[src/rtl/seq_det_pkg.sv]
// Shared constants and helpers for the programmable sequence detector.
// Mode encodings, the default pattern and the fill-counter width function.
package seq_det_pkg;

  localparam logic MODE_NOVL = 1'b0;
  localparam logic MODE_OVL  = 1'b1;

  localparam logic [3:0] SEQ_PAT_1010 = 4'b1010;

  function automatic int clog2(input int v);
    int r;
    r = 0;
    for (int i = 0; i < 32; i++) begin
      if ((1 << r) < v) r++;
    end
    return r;
  endfunction

endpackage

[src/rtl/seq_det_prog_if.sv]
// Serial-input bundle for seq_det_prog.
// match_cnt and CNT_W exist only when SEQ_DET_CNT_EN is defined.
interface seq_det_prog_if #(
  parameter int PAT_W = 4
`ifdef SEQ_DET_CNT_EN
  ,
  parameter int CNT_W = 8
`endif
);

  logic             din;
  logic             din_vld;
  logic             ovl_mode;
  logic             pat_ld;
  logic [PAT_W-1:0] pat_in;
  logic             match;
  logic             busy;
`ifdef SEQ_DET_CNT_EN
  logic [CNT_W-1:0] match_cnt;
`endif

  modport master (
    output din,
    output din_vld,
    output ovl_mode,
    output pat_ld,
    output pat_in,
    input  match,
    input  busy
`ifdef SEQ_DET_CNT_EN
    ,
    input  match_cnt
`endif
  );

  modport slave (
    input  din,
    input  din_vld,
    input  ovl_mode,
    input  pat_ld,
    input  pat_in,
    output match,
    output busy
`ifdef SEQ_DET_CNT_EN
    ,
    output match_cnt
`endif
  );

endinterface

[src/rtl/seq_sat_cnt.sv]
// Saturating up-counter with synchronous reset and clear.
// Holds at all-ones once reached; clear beats increment.
module seq_sat_cnt #(
  parameter int W = 8
) (
  input  logic         clk,
  input  logic         rst,
  input  logic         clr,
  input  logic         inc,
  output logic [W-1:0] cnt
);

  logic [W-1:0] cnt_q;
  logic [W-1:0] cnt_d;

  always_comb begin
    cnt_d = cnt_q;
    if (clr) begin
      cnt_d = '0;
    end else if (inc && (cnt_q != {W{1'b1}})) begin
      cnt_d = cnt_q + 1'b1;
    end
  end

  always_ff @(posedge clk) begin
    if (rst) begin
      cnt_q <= '0;
    end else begin
      cnt_q <= cnt_d;
    end
  end

  assign cnt = cnt_q;

endmodule

[src/rtl/seq_det_prog.sv]
// Programmable serial sequence detector, Mealy match, runtime overlap mode.
// Define SEQ_DET_CNT_EN to add the saturating match_cnt output.
module seq_det_prog
  import seq_det_pkg::*;
#(
  parameter int               PAT_W   = 4,
  parameter logic [PAT_W-1:0] RST_PAT = PAT_W'(SEQ_PAT_1010),
  parameter int               CNT_W   = 8
) (
  input logic           clk,
  input logic           rst,
  seq_det_prog_if.slave bus
);

  localparam int FW = clog2(PAT_W);
  localparam logic [FW-1:0] FILL_MAX = FW'(PAT_W - 1);

  if (PAT_W < 2 || PAT_W > 16 || CNT_W < 1) begin : g_bad_param
    $error("seq_det_prog: illegal PAT_W or CNT_W");
  end

  logic [PAT_W-1:0] pat_q;
  logic [PAT_W-1:0] pat_d;
  logic [PAT_W-2:0] hist_q;
  logic [PAT_W-2:0] hist_d;
  logic [FW-1:0]    fill_q;
  logic [FW-1:0]    fill_d;

  logic [PAT_W-1:0] win;
  logic             hit;
  logic             match_w;

  // Full window: stored history with the incoming bit appended as LSB.
  assign win = {hist_q, bus.din};

  always_comb begin
    hit     = bus.din_vld & ~bus.pat_ld &
              (fill_q == FILL_MAX) & (win == pat_q);
    match_w = hit & ~rst;
  end

  always_comb begin
    pat_d  = pat_q;
    hist_d = hist_q;
    fill_d = fill_q;
    if (bus.pat_ld) begin
      pat_d  = bus.pat_in;
      hist_d = '0;
      fill_d = '0;
    end else if (bus.din_vld) begin
      if (hit && (bus.ovl_mode == MODE_NOVL)) begin
        hist_d = '0;
        fill_d = '0;
      end else begin
        hist_d = win[PAT_W-2:0];
        if (fill_q != FILL_MAX) begin
          fill_d = fill_q + 1'b1;
        end
      end
    end
  end

  always_ff @(posedge clk) begin
    if (rst) begin
      pat_q  <= RST_PAT;
      hist_q <= '0;
      fill_q <= '0;
    end else begin
      pat_q  <= pat_d;
      hist_q <= hist_d;
      fill_q <= fill_d;
    end
  end

  assign bus.match = match_w;
  assign bus.busy  = (fill_q != '0);

`ifdef SEQ_DET_CNT_EN
  seq_sat_cnt #(
    .W (CNT_W)
  ) u_cnt (
    .clk (clk),
    .rst (rst),
    .clr (bus.pat_ld),
    .inc (match_w),
    .cnt (bus.match_cnt)
  );
`endif

endmodule

[src/flat_wrapper.sv]
// flat-port wrapper written by rule: the top's interface ports become plain ports
module seq_det_prog_flat import seq_det_pkg::*;
#(
  parameter int               PAT_W   = 4,
  parameter logic [PAT_W-1:0] RST_PAT = PAT_W'(SEQ_PAT_1010),
  parameter int               CNT_W   = 8
)
  (clk, rst, bus_din, bus_din_vld, bus_ovl_mode, bus_pat_ld, bus_pat_in, bus_match, bus_busy);
  seq_det_prog_if #(.PAT_W(PAT_W)) bus_i ();
  input logic clk;
  input logic rst;
  input wire logic [$bits(bus_i.din)-1:0] bus_din;
  input wire logic [$bits(bus_i.din_vld)-1:0] bus_din_vld;
  input wire logic [$bits(bus_i.ovl_mode)-1:0] bus_ovl_mode;
  input wire logic [$bits(bus_i.pat_ld)-1:0] bus_pat_ld;
  input wire logic [$bits(bus_i.pat_in)-1:0] bus_pat_in;
  output wire logic [$bits(bus_i.match)-1:0] bus_match;
  output wire logic [$bits(bus_i.busy)-1:0] bus_busy;
  assign bus_i.din = bus_din;
  assign bus_i.din_vld = bus_din_vld;
  assign bus_i.ovl_mode = bus_ovl_mode;
  assign bus_i.pat_ld = bus_pat_ld;
  assign bus_i.pat_in = bus_pat_in;
  assign bus_match = bus_i.match;
  assign bus_busy = bus_i.busy;
  seq_det_prog #(.PAT_W(PAT_W), .RST_PAT(RST_PAT), .CNT_W(CNT_W)) u_core (.clk(clk), .rst(rst), .bus(bus_i));
endmodule
[config.mk]
export PLATFORM = sky130hd
export DESIGN_NAME = seq_det_prog_flat
export DESIGN_NICKNAME = d
export VERILOG_FILES = /design/src/rtl/seq_det_pkg.sv /design/src/rtl/seq_det_prog_if.sv /design/src/rtl/seq_sat_cnt.sv /design/src/rtl/seq_det_prog.sv /design/src/flat_wrapper.sv
export SDC_FILE = /design/constraint.sdc
export NUM_CORES = 1
export LEC_CHECK = 0
export CAP_MARGIN = 0
export CELL_PAD_IN_SITES_DETAIL_PLACEMENT = 1
export CELL_PAD_IN_SITES_GLOBAL_PLACEMENT = 2
export CORE_UTILIZATION = 27
export DETAILED_ROUTE_END_ITERATION = 8
export PLACE_DENSITY = 0.8
export RECOVER_POWER = 100
export REMOVE_ABC_BUFFERS = 1
export SKIP_CTS_REPAIR_TIMING = 1
export SYNTH_ARGS = -nofsm -noshare
export SYNTH_HDL_FRONTEND = slang
export SYNTH_SLANG_ARGS = --single-unit
[constraint.sdc]
create_clock -name clk -period 1.3 [get_ports clk]
set_input_delay 0.26 -clock clk [delete_from_list [all_inputs] [get_ports clk]]
set_output_delay 0.26 -clock clk [all_outputs]
set_load 0.005 [all_outputs]
== Word-level counts from Yosys, hierarchy flattened ==
Index checks and enable logic that the tools add are counted.

* Bits in registers: 9
* Output and inout port bits: 2
* Word-level logic and storage cells: 22

* Add/subtract/negate cells: 1
* Equality and inequality tests: 3
* Mux-type cells: 3
* Bitwise gates (word level): 7
* Reductions and logical operators: 5

{| class="wikitable"
|+ Operators by type and width
! kind !! count
|-
| AND 1 bit || 4
|-
| == test 4 bit || 1
|-
| 2-to-1 mux 2 bit || 2
|-
| nonzero test 2 bit || 2
|-
| 2-to-1 mux 3 bit || 1
|-
| NOT 1 bit || 3
|-
| adder 2 x 1 -> 2 bit (second input constant) || 1
|-
| == test 2 bit (second input constant) || 1
|-
| != test 2 bit (second input constant) || 1
|-
| AND reduction 2 bit || 1
|-
| OR reduction 2 bit || 1
|-
| logical AND 1 bit || 1
|}

== Longest topological paths before layout ==
Gate-level depths: netlist (run 1).

* Word-level depth: 7
* Depth in mapped cells: 5
* Mapped depth without buffers: 5

== Least setup slack after synthesis (run 1) ==
Ideal clock, no wire load.

* Path type: reg-to-reg
* Start point: reg u_core.fill_q[0]
* End point: reg u_core.hist_q[0]
* Library setup time: 0.117 ns
* Data arrival time: 1.033 ns
* Data required time: 1.183 ns
* Slack: 0.150 ns
* Cell stages (with the launch flop): 6
* Buffers on the path: 0
* Cell sequence: dfxtp_1 -> ha_1 -> nand2_1 -> nor3_2 -> nand3b_2 -> a32o_1

* Word-level cells in the longest chain between the ends: 5

{| class="wikitable"
|+ RTL lines
! element !! RTL line !! source
|-
| start: declaration || seq_det_prog.sv:26 || <nowiki>logic [FW-1:0] fill_q;</nowiki>
|-
| start signal: assignment || seq_det_prog.sv:71 || <nowiki>fill_q <= fill_d;</nowiki>
|-
| == test 2 bit || seq_det_prog.sv:38 || <nowiki>(fill_q == FILL_MAX) & (win == pat_q);</nowiki>
|-
| AND 1 bit || seq_det_prog.sv:37 || <nowiki>hit = bus.din_vld & ~bus.pat_ld &</nowiki>
|-
| AND 1 bit || seq_det_prog.sv:38 ||
|-
| logical AND 1 bit || seq_det_prog.sv:51 || <nowiki>if (hit && (bus.ovl_mode == MODE_NOVL)) begin</nowiki>
|-
| 2-to-1 mux 3 bit || seq_det_prog.sv:51 ||
|-
| end signal: assignment || seq_det_prog.sv:70 || <nowiki>hist_q <= hist_d;</nowiki>
|-
| end: declaration || seq_det_prog.sv:24 || <nowiki>logic [PAT_W-2:0] hist_q;</nowiki>
|}

No other way between the ends.
A chain may end at the register's enable or synchronous reset.

== Final worst setup path (run 1) ==
* Start point: reg u_core.pat_q[1]
* End point: out bus_match

* Word-level cells in the longest chain between the ends: 3

{| class="wikitable"
|+ RTL lines
! element !! RTL line !! source
|-
| start: declaration || seq_det_prog.sv:22 || <nowiki>logic [PAT_W-1:0] pat_q;</nowiki>
|-
| start signal: assignment || seq_det_prog.sv:69 || <nowiki>pat_q <= pat_d;</nowiki>
|-
| == test 4 bit || seq_det_prog.sv:38 ||
|-
| AND 1 bit || seq_det_prog.sv:38 ||
|-
| AND 1 bit || seq_det_prog.sv:39 || <nowiki>match_w = hit & ~rst;</nowiki>
|-
| end: declaration || flat_wrapper.sv:17 || <nowiki>output wire logic [$bits(bus_i.match)-1:0] bus_match;</nowiki>
|}

No other way between the ends.

==> results.py, run 1 <==
metrics = {
    "sta": {
        "tightest_slew_ns": 0.2207,
        "period_share": 1.146,
        "fin_ws_ns": -0.1902,
        "max_freq_ghz": 0.6710,
        "min_period_ns": 1.490,
        "fin_worst_skew_ns": 0.01040,
        "finalHoldViolCount": 0,
        "setup_tns_ns": -0.5134,
        "setup_viol": 6,
        "rsz0062_at_grt": "true",
        "final_max_slew_viol_count": 0,
        "relSlewSlack": 0.8523,
    },
    "synth": {
        "muxShareOfSynthArea": 0.06400,
        "synth_area_um2": 469.2,
        "postSynthCellCount": 47,
        "ys_ff_latch": 9,
        "synth_top_area_share": 0.3840,
        "synth_area_leaders": "dfxtp_1 38%, xor2_1 7.5%, a32o_1 6.4%",
        "yosys.area_share.simple": 0.2533,
        "yosys.area.top_type": "dfxtp_1",
        "synth_xor_xnor_area_share": 0.07467,
        "syn_avg_cell_area_um2": 9.983,
        "synth.distinct_cells": 20,
        "ys_warn_count": 0,
        "synth_top_family_by_area": "simple AND/OR/NAND/NOR gates",
        "synthAdderAreaFrac": 0.05333,
        "synth_compound_gate_area_share": 0.1307,
        "ys_seq_area_frac": 0.3840,
    },
    "min_path": {
        "min_to": "u_core.hist_q[0]$_SDFFE_PP0P_",
        "hold_start": "bus_din",
        "min_path_cells": 2,
        "hp-class": "input pin to register",
    },
    "global_route": {
        "gr-total-overflow": 0,
        "antenna_found_initial": 0,
        "grt_usage": 0.1460,
        "grt_pass1_vias": 428,
        "grt_max_degree": 10,
        "grt_pass1_wl_mm": 1.959,
    },
    "floorplanning": {
        "die_w_um": 43.69,
        "die_h_um": 43.69,
        "fp-row-count": 14,
        "ioPinCount": 12,
        "fp.dieArea_mm2": 0.001908,
        "start_util": 0.3010,
        "core-area_mm2": 0.001559,
    },
    "clock_network": {
        "cts_buffers": 3,
        "clock-sinks": 9,
        "clockRootBuffer": "clkbuf_4",
        "path_clk_slew_ns": 0.06,
        "clk_path_buf_depth": 2,
        "htreeDepth": 1,
        "clk-insertion-delay-late_ns": 0.26,
        "cts_tree": "done",
    },
    "finish": {
        "antennaDiodeCount": 0,
        "area.sequential_um2": 185.2,
        "drive_gt1_frac": 0.4459,
        "nFillCells": 193,
        "final_util": 0.5024,
        "multi_input_area_um2": 322.8,
        "nets": 87,
        "final_area_um2": 783.3,
        "stdcell_count": 90,
        "area_delta_synth_final_pct": 66.93,
    },
    "power": {
        "p_leak_nw": 0.4110,
        "clkPwrFrac": 0.333,
        "seqPwrFrac": 0.472,
        "ir_drop_v": 0.0006262,
        "p_sw_frac": 0.2425,
        "combPwrFrac": 0.195,
        "power.switching_uw": 153.5,
        "p_int_uw": 479.6,
        "power_uw": 633.1,
        "power_per_cell_area_mw_per_mm2": 808.4,
    },
    "detailed_routing": {
        "vias_per_cell": 4.744,
        "dr.pass1.iters": 4,
        "drt_wl_total_mm": 1.200,
        "via_count": 427,
        "wl_per_cell_um": 13.33,
        "drtAntennaViolNets": 0,
        "first_iter_violations": 7,
        "drc": 0,
    },
    "placed_design": {
        "port_buffers": 11,
        "post-place-cells": 85,
        "dpl_cell_area_um2": 681.9,
        "place_hpwl_um": 992.6,
        "gp_congestion": 0.7483,
    },
    "outcome": {
        "violations": "negative setup slack",
        "status": "finished, violations left",
    },
    "setup_path": {
        "crit_required_ns": 1.04,
        "r2r_slack_ns": -0.09,
        "start_kind": "register",
        "reg2regPathDepth": 6,
        "crit_type": "register to primary output",
        "regToRegEndpoint": "u_core.hist_q[2]$_SDFFE_PP0P_",
        "r2r-start": "u_core.pat_q[1]$_SDFFE_PP1P_",
        "arrival_ns": 1.23,
        "cp-end-kind": "primary output",
        "worst-path-max-fanout": 2,
    },
    "flow_run": {
        "maxCapViolCount": 0,
    },
}
[per-stage QoR]
step	worst slack [ns]	hold WS, ns
after floorplan	0.1500	0.3324
after CTS	-0.6866	0.5344
final	-0.1902	0.3673
after global routing	-0.3106	0.3770
after detailed placement	-0.6827	0.5206
after global placement	-0.6560	0.4751
[placed cells by master, fill, tap and decap left out, drive strengths merged]
| cell | n |
|---|---|
| a21oi | 1 |
| and2 | 1 |
| nor4b | 1 |
| nor2b | 3 |
| a211o | 2 |
| a32o | 3 |
| a31o | 1 |
| inv | 3 |
| nor2 | 4 |
| xor2 | 4 |
| clkbuf | 5 |
| nand2 | 4 |
| nand3b | 1 |
| ha | 2 |
| dlymetal6s2s | 3 |
| mux2i | 3 |
| clkdlybuf4s50 | 7 |
| and3 | 1 |
| nor3 | 3 |
| dfxtp | 9 |
| buf | 13 |
[cells in the mapped netlist (all sizes together)]
library cell	count
buf	1
and3	1
nand2	4
a31o	1
and2	1
nor3	3
nor4b	1
mux2i	3
inv	3
dfxtp	9
a21oi	1
a32o	3
a211o	2
xor2	4
nor2b	3
ha	2
nand3b	1
nor2	4
[critical path, stage by stage (launching register included)]
cell and delay (ns):
dfxtp_1 0.33, xor2_2 0.19, nor3_4 0.18, nand2_1 0.07, nor2_1 0.07, dlymetal6s2s_1 0.13
[flip-flops by register name (all words and copies together), names as in the netlist]
signal         cells
u_core.fill_q      2
u_core.hist_q      3
u_core.pat_q       4
[worst max path at each step]
stage | start | end | cells after the start
finish | u_core.pat_q[1]$_SDFFE_PP1P_ | bus_match | 5
global route | u_core.fill_q[1]$_SDFFE_PP0P_ | bus_match | 6
CTS | bus_din | bus_match | 6
detailed placement | bus_din | bus_match | 6
global placement | bus_din | bus_match | 6
floorplan | u_core.fill_q[0]$_SDFFE_PP0P_ | u_core.hist_q[0]$_SDFFE_PP0P_ | 5
[power groups by stage]
stage               logic, mW  clock network, mW  registers (mW)
floorplan              0.0430                  0           0.300
global placement        0.110                  0           0.300
detailed placement      0.114                  0           0.301
CTS                     0.115              0.222           0.295
global route            0.134              0.234           0.300
finish                  0.123              0.211           0.299
[routing by layer]
metal  vias to the layer above  share of wire  GRT usage
met5                         -              0          0
met4                         0              0    0.03750
met3                         0          0.033    0.06250
met2                         9           0.48     0.2388
met1                       203           0.49     0.1751
li1                        215              -          -
[area by class of cell]
class / count / share of cell area
Clock buffer: 4 / 0.03355
Inverter: 3 / 0.01438
Multi-Input combinational cell: 34 / 0.4121
Timing Repair Buffer: 24 / 0.2780
Sequential cell: 9 / 0.2364
Tap cell: 16 / 0.02556
[logic make-up (layout without fill, tap and decap cells)]
group / Yosys count / after routing
AND/OR/NAND/NOR: 18 / 18
flip-flops: 9 / 9
AO/OA/AOI/OAI: 7 / 7
XOR/XNOR: 4 / 4
buffers and inverters: 4 / 31
multiplexers: 3 / 3
adder cells (fa/ha/maj): 2 / 2
Note: power is estimated with default switching activity, not from simulation.
==> run 2: changes to the inputs <==
- CORE_MARGIN: default -> 5
==> results.py, run 2 (synthesis gave the netlist of run 1 again) <==
metrics = {
    "detailed_routing": {
        "drc": 0,
        "vias_per_cell": 4.710,
        "first_iter_violations": 8,
        "met2WireLength_um": 707,
        "wl_per_cell_um": 15.26,
        "drtAntennaViolNets": 0,
        "drt_wl_total_mm": 1.419,
        "met3_length_um": 41,
        "dr.pass1.iters": 2,
        "top_layer_used": "met4",
        "via_count": 438,
        "drt-met1-wl_um": 628,
    },
    "global_route": {
        "grt_pass1_wl_mm": 2.228,
        "antenna_found_initial": 0,
        "grt_usage": 0.1207,
        "gr-total-overflow": 0,
        "grt_pass1_vias": 513,
        "grt_max_degree": 10,
    },
    "sta": {
        "max_freq_ghz": 0.6430,
        "fin_ws_ns": -0.2552,
        "finalHoldViolCount": 0,
        "fin_worst_skew_ns": 0.002791,
        "min_period_ns": 1.555,
        "period_share": 1.196,
        "rsz0062_at_grt": "true",
        "relSlewSlack": 0.8583,
        "tightest_slew_ns": 0.2124,
        "setup_viol": 6,
        "final_max_slew_viol_count": 0,
    },
    "finish": {
        "final_area_um2": 830.8,
        "drive_gt1_frac": 0.5132,
        "stdcell_count": 93,
        "reg_top3": "u_core.pat_q x4, u_core.hist_q x3, u_core.fill_q x2",
        "top_register": "u_core.pat_q",
        "final_common_cell": "buf_4",
        "multi_input_area_um2": 362.8,
        "nets": 89,
        "area_delta_synth_final_pct": 77.07,
        "mostFrequentLayoutCells": "13 x buf_4, 6 x clkdlybuf4s50_1, 5 x dfxtp_1",
        "area.sequential_um2": 185.2,
        "nFillCells": 195,
        "antennaDiodeCount": 0,
        "largest_reg_flops": 4,
    },
    "setup_path": {
        "reg2regPathDepth": 6,
        "crit_required_ns": 1.04,
        "regToRegEndpoint": "u_core.hist_q[1]$_SDFFE_PP0P_",
        "cp_cell_sequence": "ha_4 -> nand2_4 -> nor3_4 -> nand2_1 -> nor2_1 -> buf_2",
        "arrival_ns": 1.30,
        "slowest_delay_ns": 0.36,
        "cp-end-kind": "primary output",
        "crit_type": "register to primary output",
        "start_kind": "register",
        "r2r_slack_ns": -0.06,
        "cp_slowest_cell": "dfxtp_2",
        "worst-path-max-fanout": 2,
        "r2r-start": "u_core.fill_q[1]$_SDFFE_PP0P_",
    },
    "flow_run": {
        "maxCapViolCount": 0,
    },
    "floorplanning": {
        "core-area_mm2": 0.001689,
        "die_h_um": 51.69,
        "start_util": 0.2778,
        "fp-row-count": 15,
        "ioPinCount": 12,
        "fp.dieArea_mm2": 0.002671,
        "die_w_um": 51.69,
    },
    "power": {
        "ir_drop_v": 0.0006168,
        "power_per_cell_area_mw_per_mm2": 785.9,
        "p_leak_nw": 0.4134,
    },
    "outcome": {
        "violations": "negative setup slack",
        "status": "finished, violations left",
    },
    "clock_network": {
        "htreeDepth": 1,
        "path_clk_slew_ns": 0.06,
        "clockRootBuffer": "clkbuf_4",
        "clk_path_buf_depth": 2,
        "cts_buffers": 3,
        "clk-insertion-delay-late_ns": 0.27,
        "cts_tree": "done",
        "clock-sinks": 9,
    },
    "placed_design": {
        "port_buffers": 11,
        "place_hpwl_mm": 1.057,
        "post-place-cells": 88,
        "gp_congestion": 0.7329,
        "dpl_cell_area_um2": 698.2,
    },
    "min_path": {
        "min_to": "u_core.hist_q[0]$_SDFFE_PP0P_",
        "hold_start": "bus_din",
        "hp-class": "input pin to register",
        "min_path_cells": 2,
    },
}
[run 2: how the worst max path moves through the flow]
stage / startpoint / endpoint / slack (ns) / cells past startpoint
after detailed placement: bus_din / bus_match / -0.68 / 6
final: u_core.fill_q[1]$_SDFFE_PP0P_ / bus_match / -0.26 / 6
after global routing: u_core.fill_q[1]$_SDFFE_PP0P_ / bus_match / -0.37 / 6
after global placement: bus_din / bus_match / -0.66 / 6
after CTS: bus_din / bus_match / -0.68 / 6
after floorplan: u_core.fill_q[0]$_SDFFE_PP0P_ / u_core.hist_q[0]$_SDFFE_PP0P_ / 0.15 / 5
[run 2: critical path, delay by kind of cell, from the launching register on]
| family | cells | cell delay [ns] |
|---|---|---|
| buf+inv | 1 | 0.11 |
| flops | 1 | 0.36 |
| fa+ha+maj | 1 | 0.16 |
| simple gates | 4 | 0.41 |
[run 2: power breakdown]
group          switching [mW]  total (mW)  internal, mW
combinational          0.0564       0.132        0.0759
clock                   0.107       0.221         0.114
sequential             0.0116       0.300         0.288
total                   0.175       0.653         0.478
[run 2: layout make-up]
type,count,area share
Multi-Input combinational cell,34,0.4367
Timing Repair Buffer,26,0.2651
Sequential cell,9,0.2229
Clock buffer,3,0.02711
Tap cell,17,0.02560
Inverter,3,0.01657
Clock inverter,1,0.006024
[run 2: metrics by stage]
stage | hold slack (ns) | power [mW] | setup slack, ns | util | TNS (ns)
after global routing | 0.3919 | 0.6991 | -0.3703 | 0.4919 | -0.9663
after global placement | 0.4763 | 0.4150 | -0.6572 | 0.4133 | -2.882
after floorplan | 0.3324 | 0.3426 | 0.1500 | - | 0
after CTS | 0.5269 | 0.6443 | -0.6761 | 0.4296 | -1.878
final | 0.3686 | 0.6529 | -0.2552 | 0.4919 | -0.5168
after detailed placement | 0.5112 | 0.4194 | -0.6761 | 0.4133 | -3.237
[run 2: metal layers]
layer / global-route usage / vias up
li1: - / 220
met4: 0.09170 / 0
met5: 0 / -
met3: 0.04585 / 4
met2: 0.1992 / 10
met1: 0.1222 / 204
==> run 3: changes to the inputs <==
- CORE_MARGIN: 5 -> default
- REMOVE_ABC_BUFFERS: 1 -> default
- SKIP_LAST_GASP: default -> 1
==> results.py, run 3 (synthesis gave the netlist of run 1 again) <==
metrics = {
    "outcome": {
        "status": "finished, violations left",
        "violations": "design-rule violations, negative setup slack",
    },
    "placed_design": {
        "post-place-cells": 86,
        "pre_cts_ws_ns": -0.6746,
        "dpl_cell_area_um2": 689.4,
        "gp_congestion": 0.7254,
        "port_buffers": 11,
        "place_hpwl_um": 888.2,
    },
    "finish": {
        "nets": 87,
        "reg_top3": "u_core.pat_q x4, u_core.hist_q x3, u_core.fill_q x2",
        "drive_gt1_frac": 0.4865,
        "final_area_um2": 794.5,
        "final_common_cell": "buf_4",
        "stdcell_count": 90,
        "mostFrequentLayoutCells": "12 x buf_4, 6 x clkdlybuf4s50_1, 5 x dfxtp_1",
        "area_delta_synth_final_pct": 69.33,
        "largest_reg_flops": 4,
        "top_register": "u_core.pat_q",
        "nFillCells": 176,
        "antennaDiodeCount": 0,
    },
    "floorplanning": {
        "fp-row-count": 14,
        "fp.dieArea_mm2": 0.001908,
        "start_util": 0.3010,
        "die_w_um": 43.69,
        "core-area_mm2": 0.001559,
        "die_h_um": 43.69,
        "ioPinCount": 12,
    },
    "detailed_routing": {
        "met2WireLength_um": 551,
        "wl_per_cell_um": 12.38,
        "vias_per_cell": 4.822,
        "drtAntennaViolNets": 0,
        "drc": 1,
        "met3_length_um": 48,
        "top_layer_used": "met3",
        "first_iter_violations": 4,
        "dr.pass1.iters": 6,
        "drt_wl_total_mm": 1.114,
        "via_count": 434,
        "drt-met1-wl_um": 515,
    },
    "power": {
        "power.switching_uw": 155.7,
        "p_sw_frac": 0.2449,
        "p_leak_nw": 0.3682,
        "power_uw": 635.7,
        "seqPwrFrac": 0.471,
        "ir_drop_v": 0.0007168,
        "combPwrFrac": 0.195,
        "power_per_cell_area_mw_per_mm2": 800.1,
        "p_int_uw": 480.0,
        "clkPwrFrac": 0.334,
    },
    "global_route": {
        "grt_pass1_vias": 441,
        "gr-total-overflow": 0,
        "grt_usage": 0.1361,
        "antenna_found_initial": 0,
        "grt_max_degree": 10,
        "grt_pass1_wl_mm": 1.842,
    },
    "setup_path": {
        "crit_type": "register to primary output",
        "start_kind": "register",
        "crit_required_ns": 1.04,
        "worst-path-max-fanout": 2,
        "cp-end-kind": "primary output",
        "arrival_ns": 1.26,
    },
    "sta": {
        "fin_ws_ns": -0.2217,
        "period_share": 1.171,
        "setup_viol": 5,
        "whs_ns": 0.3460,
        "min_period_ns": 1.522,
        "tightest_slew_ns": 0.2014,
        "fin_worst_skew_ns": 0.007465,
        "max_freq_ghz": 0.6572,
        "rsz0062_at_grt": "true",
        "relSlewSlack": 0.8652,
        "finalHoldViolCount": 0,
        "final_max_slew_viol_count": 0,
    },
    "clock_network": {
        "cts_buffers": 3,
        "path_clk_slew_ns": 0.06,
        "clock-sinks": 9,
        "cts_tree": "done",
        "clk_path_buf_depth": 2,
        "htreeDepth": 1,
        "clk-insertion-delay-late_ns": 0.26,
        "clockRootBuffer": "clkbuf_4",
    },
    "flow_run": {
        "maxCapViolCount": 0,
    },
    "synth": {
        "synth_nets": 59,
    },
    "min_path": {
        "hp-class": "input pin to register",
    },
}
-- run 3: path summary, 6_finish.rpt --
check | endpoint | startpoint | depth (start not counted) | slack [ns]
setup / recovery | bus_match | u_core.fill_q[0]$_SDFFE_PP0P_ | 6 | -0.22
hold / removal | u_core.hist_q[0]$_SDFFE_PP0P_ | bus_din | 2 | 0.35
setup reg to reg | u_core.hist_q[1]$_SDFFE_PP0P_ | u_core.fill_q[0]$_SDFFE_PP0P_ | 6 | -0.04
hold reg to reg | u_core.hist_q[2]$_SDFFE_PP0P_ | u_core.hist_q[2]$_SDFFE_PP0P_ | 1 | 0.51
-- run 3: power groups by stage --
| stage | Sequential, mW | Combinational [mW] | Clock (mW) |
|---|---|---|---|
| floorplan | 0.300 | 0.0490 | 0 |
| global placement | 0.301 | 0.113 | 0 |
| detailed placement | 0.301 | 0.115 | 0 |
| CTS | 0.295 | 0.116 | 0.224 |
| global route | 0.301 | 0.137 | 0.239 |
| finish | 0.300 | 0.124 | 0.212 |
-- run 3: metrics by stage --
stage	util	setup TNS (ns)
after floorplan	-	0
final	0.5096	-0.3329
after CTS	0.4591	-1.729
after global placement	0.4422	-2.860
after global routing	0.5096	-0.8401
after detailed placement	0.4422	-2.994
-- run 3: critical path, cell delays in order, from the launching register on --
cell,delay (ns)
dfxtp_2,0.35
ha_4,0.14
nand2_2,0.05
nor3_2,0.17
nand2_1,0.07
nor2_1,0.10
buf_2,0.12
-- run 3: cell type report --
type | count | area [µm²] | area share
clock buffers | 4 | 26.28 | 0.03307
inverters | 3 | 13.76 | 0.01732
multi-input cells | 34 | 340.3 | 0.4283
flip-flops and latches | 9 | 185.2 | 0.2331
well taps | 16 | 20.02 | 0.02520
repair buffers | 24 | 209.0 | 0.2630
-- run 3: routing by layer --
metal | GRT usage | vias to the layer above
met1 | 0.1688 | 210
li1 | - | 215
met2 | 0.2030 | 9
met5 | 0 | -
met4 | 0.07500 | 0
met3 | 0.05000 | 0
==> RTL edit (config.mk and constraints of run 2) <==
`PAT_W` is set to 4 in 3 places; all go to 5.
--- a/src/rtl/seq_det_prog_if.sv
+++ b/src/rtl/seq_det_prog_if.sv
@@ -1,7 +1,7 @@
 // Serial-input bundle for seq_det_prog.
 // match_cnt and CNT_W exist only when SEQ_DET_CNT_EN is defined.
 interface seq_det_prog_if #(
-  parameter int PAT_W = 4
+  parameter int PAT_W = 5
 `ifdef SEQ_DET_CNT_EN
   ,
   parameter int CNT_W = 8
--- a/src/rtl/seq_det_prog.sv
+++ b/src/rtl/seq_det_prog.sv
@@ -3,7 +3,7 @@
 module seq_det_prog
   import seq_det_pkg::*;
 #(
-  parameter int               PAT_W   = 4,
+  parameter int               PAT_W   = 5,
   parameter logic [PAT_W-1:0] RST_PAT = PAT_W'(SEQ_PAT_1010),
   parameter int               CNT_W   = 8
 ) (
--- a/src/flat_wrapper.sv
+++ b/src/flat_wrapper.sv
@@ -1,7 +1,7 @@
 // flat-port wrapper written by rule: the top's interface ports become plain ports
 module seq_det_prog_flat import seq_det_pkg::*;
 #(
-  parameter int               PAT_W   = 4,
+  parameter int               PAT_W   = 5,
   parameter logic [PAT_W-1:0] RST_PAT = PAT_W'(SEQ_PAT_1010),
   parameter int               CNT_W   = 8
 )
Ports: changed (resized bus_pat_in); port bits go from 12 to 13. No check against the original RTL was run, so the function may have changed too.
==> RTL edit against run 2 <==
Sequential share of layout area rose by 3.9 points. Cell area grew 12%. Sequential cell count is 3 higher. Wire length up 13%. Setup slack got worse by 350 ps. The flow still finishes with violations (setup timing). Highest routed layer unchanged. Global-route usage shrank 2.2 points. Via count rose by 35%. Non-clock buffer count is 4 higher. Area after synthesis increased by 31%. Total power rose by 15%. Sequential power increased by 30%.
==> RTL edit: results <==
group,metric,value,unit
status,status,"finished, violations left",
status,violations,"setup timing",
timing,finClkSkew,1.09,ps
timing,finalWorstSetupSlack,-606,ps
global_route,grt_pass1_wl,2.47,mm
placed_design,dp_slack,-907,ps
timing,worstMarginPinSlew,364,ps
worst_setup_path,ff2ff_setup_slack,-480,ps
yosys,yosysSeqAreaShare,39.2,%
worst_setup_path,cp_slowest_cell,"or4b_4",
placed_design,gp_congestion,0.752,
routing,wl_per_cell,13.1,µm
yosys,synth_cell_types,29,
placed_design,dp_hpwl,1.22,mm
worst_setup_path,r2r_end,"u_core.fill_q[1]$_SDFFE_PP0P_",
power,power_leakage,0.376,nW
power,peakVddDrop,0.567,mV
timing,setup_violations,9,
worst_setup_path,max_stage_delay,530,ps
routing,viasPerCell,4.84,
final_layout,largestRegisters,"u_core.pat_q (5), u_core.hist_q (4), u_core.fill_q (3)",
routing,drt_iter0_drc,3,
min_path,hp-start,"u_core.hist_q[3]$_SDFFE_PP0P_",
worst_setup_path,r2r_cells,8,
min_path,hold_path_end,"u_core.hist_q[3]$_SDFFE_PP0P_",
worst_setup_path,arrival,1650,ps
min_path,hp-class,"flip-flop to flip-flop",
global_route,grt.total_usage,9.86,%
==> RTL edit: kinds of logic (layout without fill, tap and decap cells) <==
kind of cell | Yosys count | in the layout | share of synthesized area (%)
fa+ha+maj | 2 | 2 | 4.08
simple gates | 26 | 26 | 28.6
xor+xnor | 5 | 5 | 7.14
compound gates | 11 | 11 | 12.7
buf+inv | 5 | 35 | 3.47
mux | 3 | 3 | 4.90
flops | 12 | 12 | 39.2
==> RTL edit: through the flow <==
stage / setup TNS [ps] / hold WS (ps) / util [%] / instance area, µm² / total power [mW]
floorplan: -3650 / 332 / - / 599 / 0.445
global placement: -5750 / 481 / 39.9 / 875 / 0.524
detailed placement: -6050 / 493 / 39.9 / 875 / 0.528
CTS: -6040 / 505 / 40.9 / 897 / 0.760
global route: -5010 / 533 / 42.3 / 927 / 0.799
finish: -4130 / 502 / 42.3 / 927 / 0.753
==> RTL edit: power breakdown <==
group	switching [mW]	leakage (nW)	total (mW)	internal [mW]
clock network	0.119	0.0138	0.226	0.107
logic	0.0556	0.263	0.136	0.0805
registers	0.00969	0.0990	0.391	0.381
total	0.184	0.376	0.753	0.569
==> RTL edit: how the worst max path moves through the flow <==
stage,cells past startpoint,to,from
6_report,6,bus_match,u_core.fill_q[1]$_SDFFE_PP0P_
5_1_grt,6,bus_match,u_core.fill_q[1]$_SDFFE_PP0P_
4_1_cts,6,bus_match,u_core.fill_q[0]$_SDFFE_PP0P_
3_5_place_dp,4,bus_match,bus_pat_ld
3_3_place_gp,4,bus_match,bus_din_vld
2_1_floorplan,6,u_core.hist_q[0]$_SDFFE_PP0P_,u_core.fill_q[0]$_SDFFE_PP0P_
==> RTL edit: worst register-to-register path, stage by stage (launching register included) <==
cell     delay, ps
dfxtp_2        330
inv_2           80
ha_4           150
nand2_4         50
or4b_4         530
buf_4          160
nor4_4         120
buf_4          190
o41ai_1         70
==> RTL edit: cell type report <==
type                    count  area [µm²]
repair buffers             30         243
flip-flops and latches     12         243
inverters                   2        7.51
multi-input cells          47         377
fillers                   262        1260
well taps                  28        35.0
clock buffers               3        22.5
==> RTL edit: per-layer routing <==
metal  wire, µm  GRT usage [%]
met1        677           10.9
met2        839           17.3
met3         65           2.67
met4         14           4.97
met5          0              0
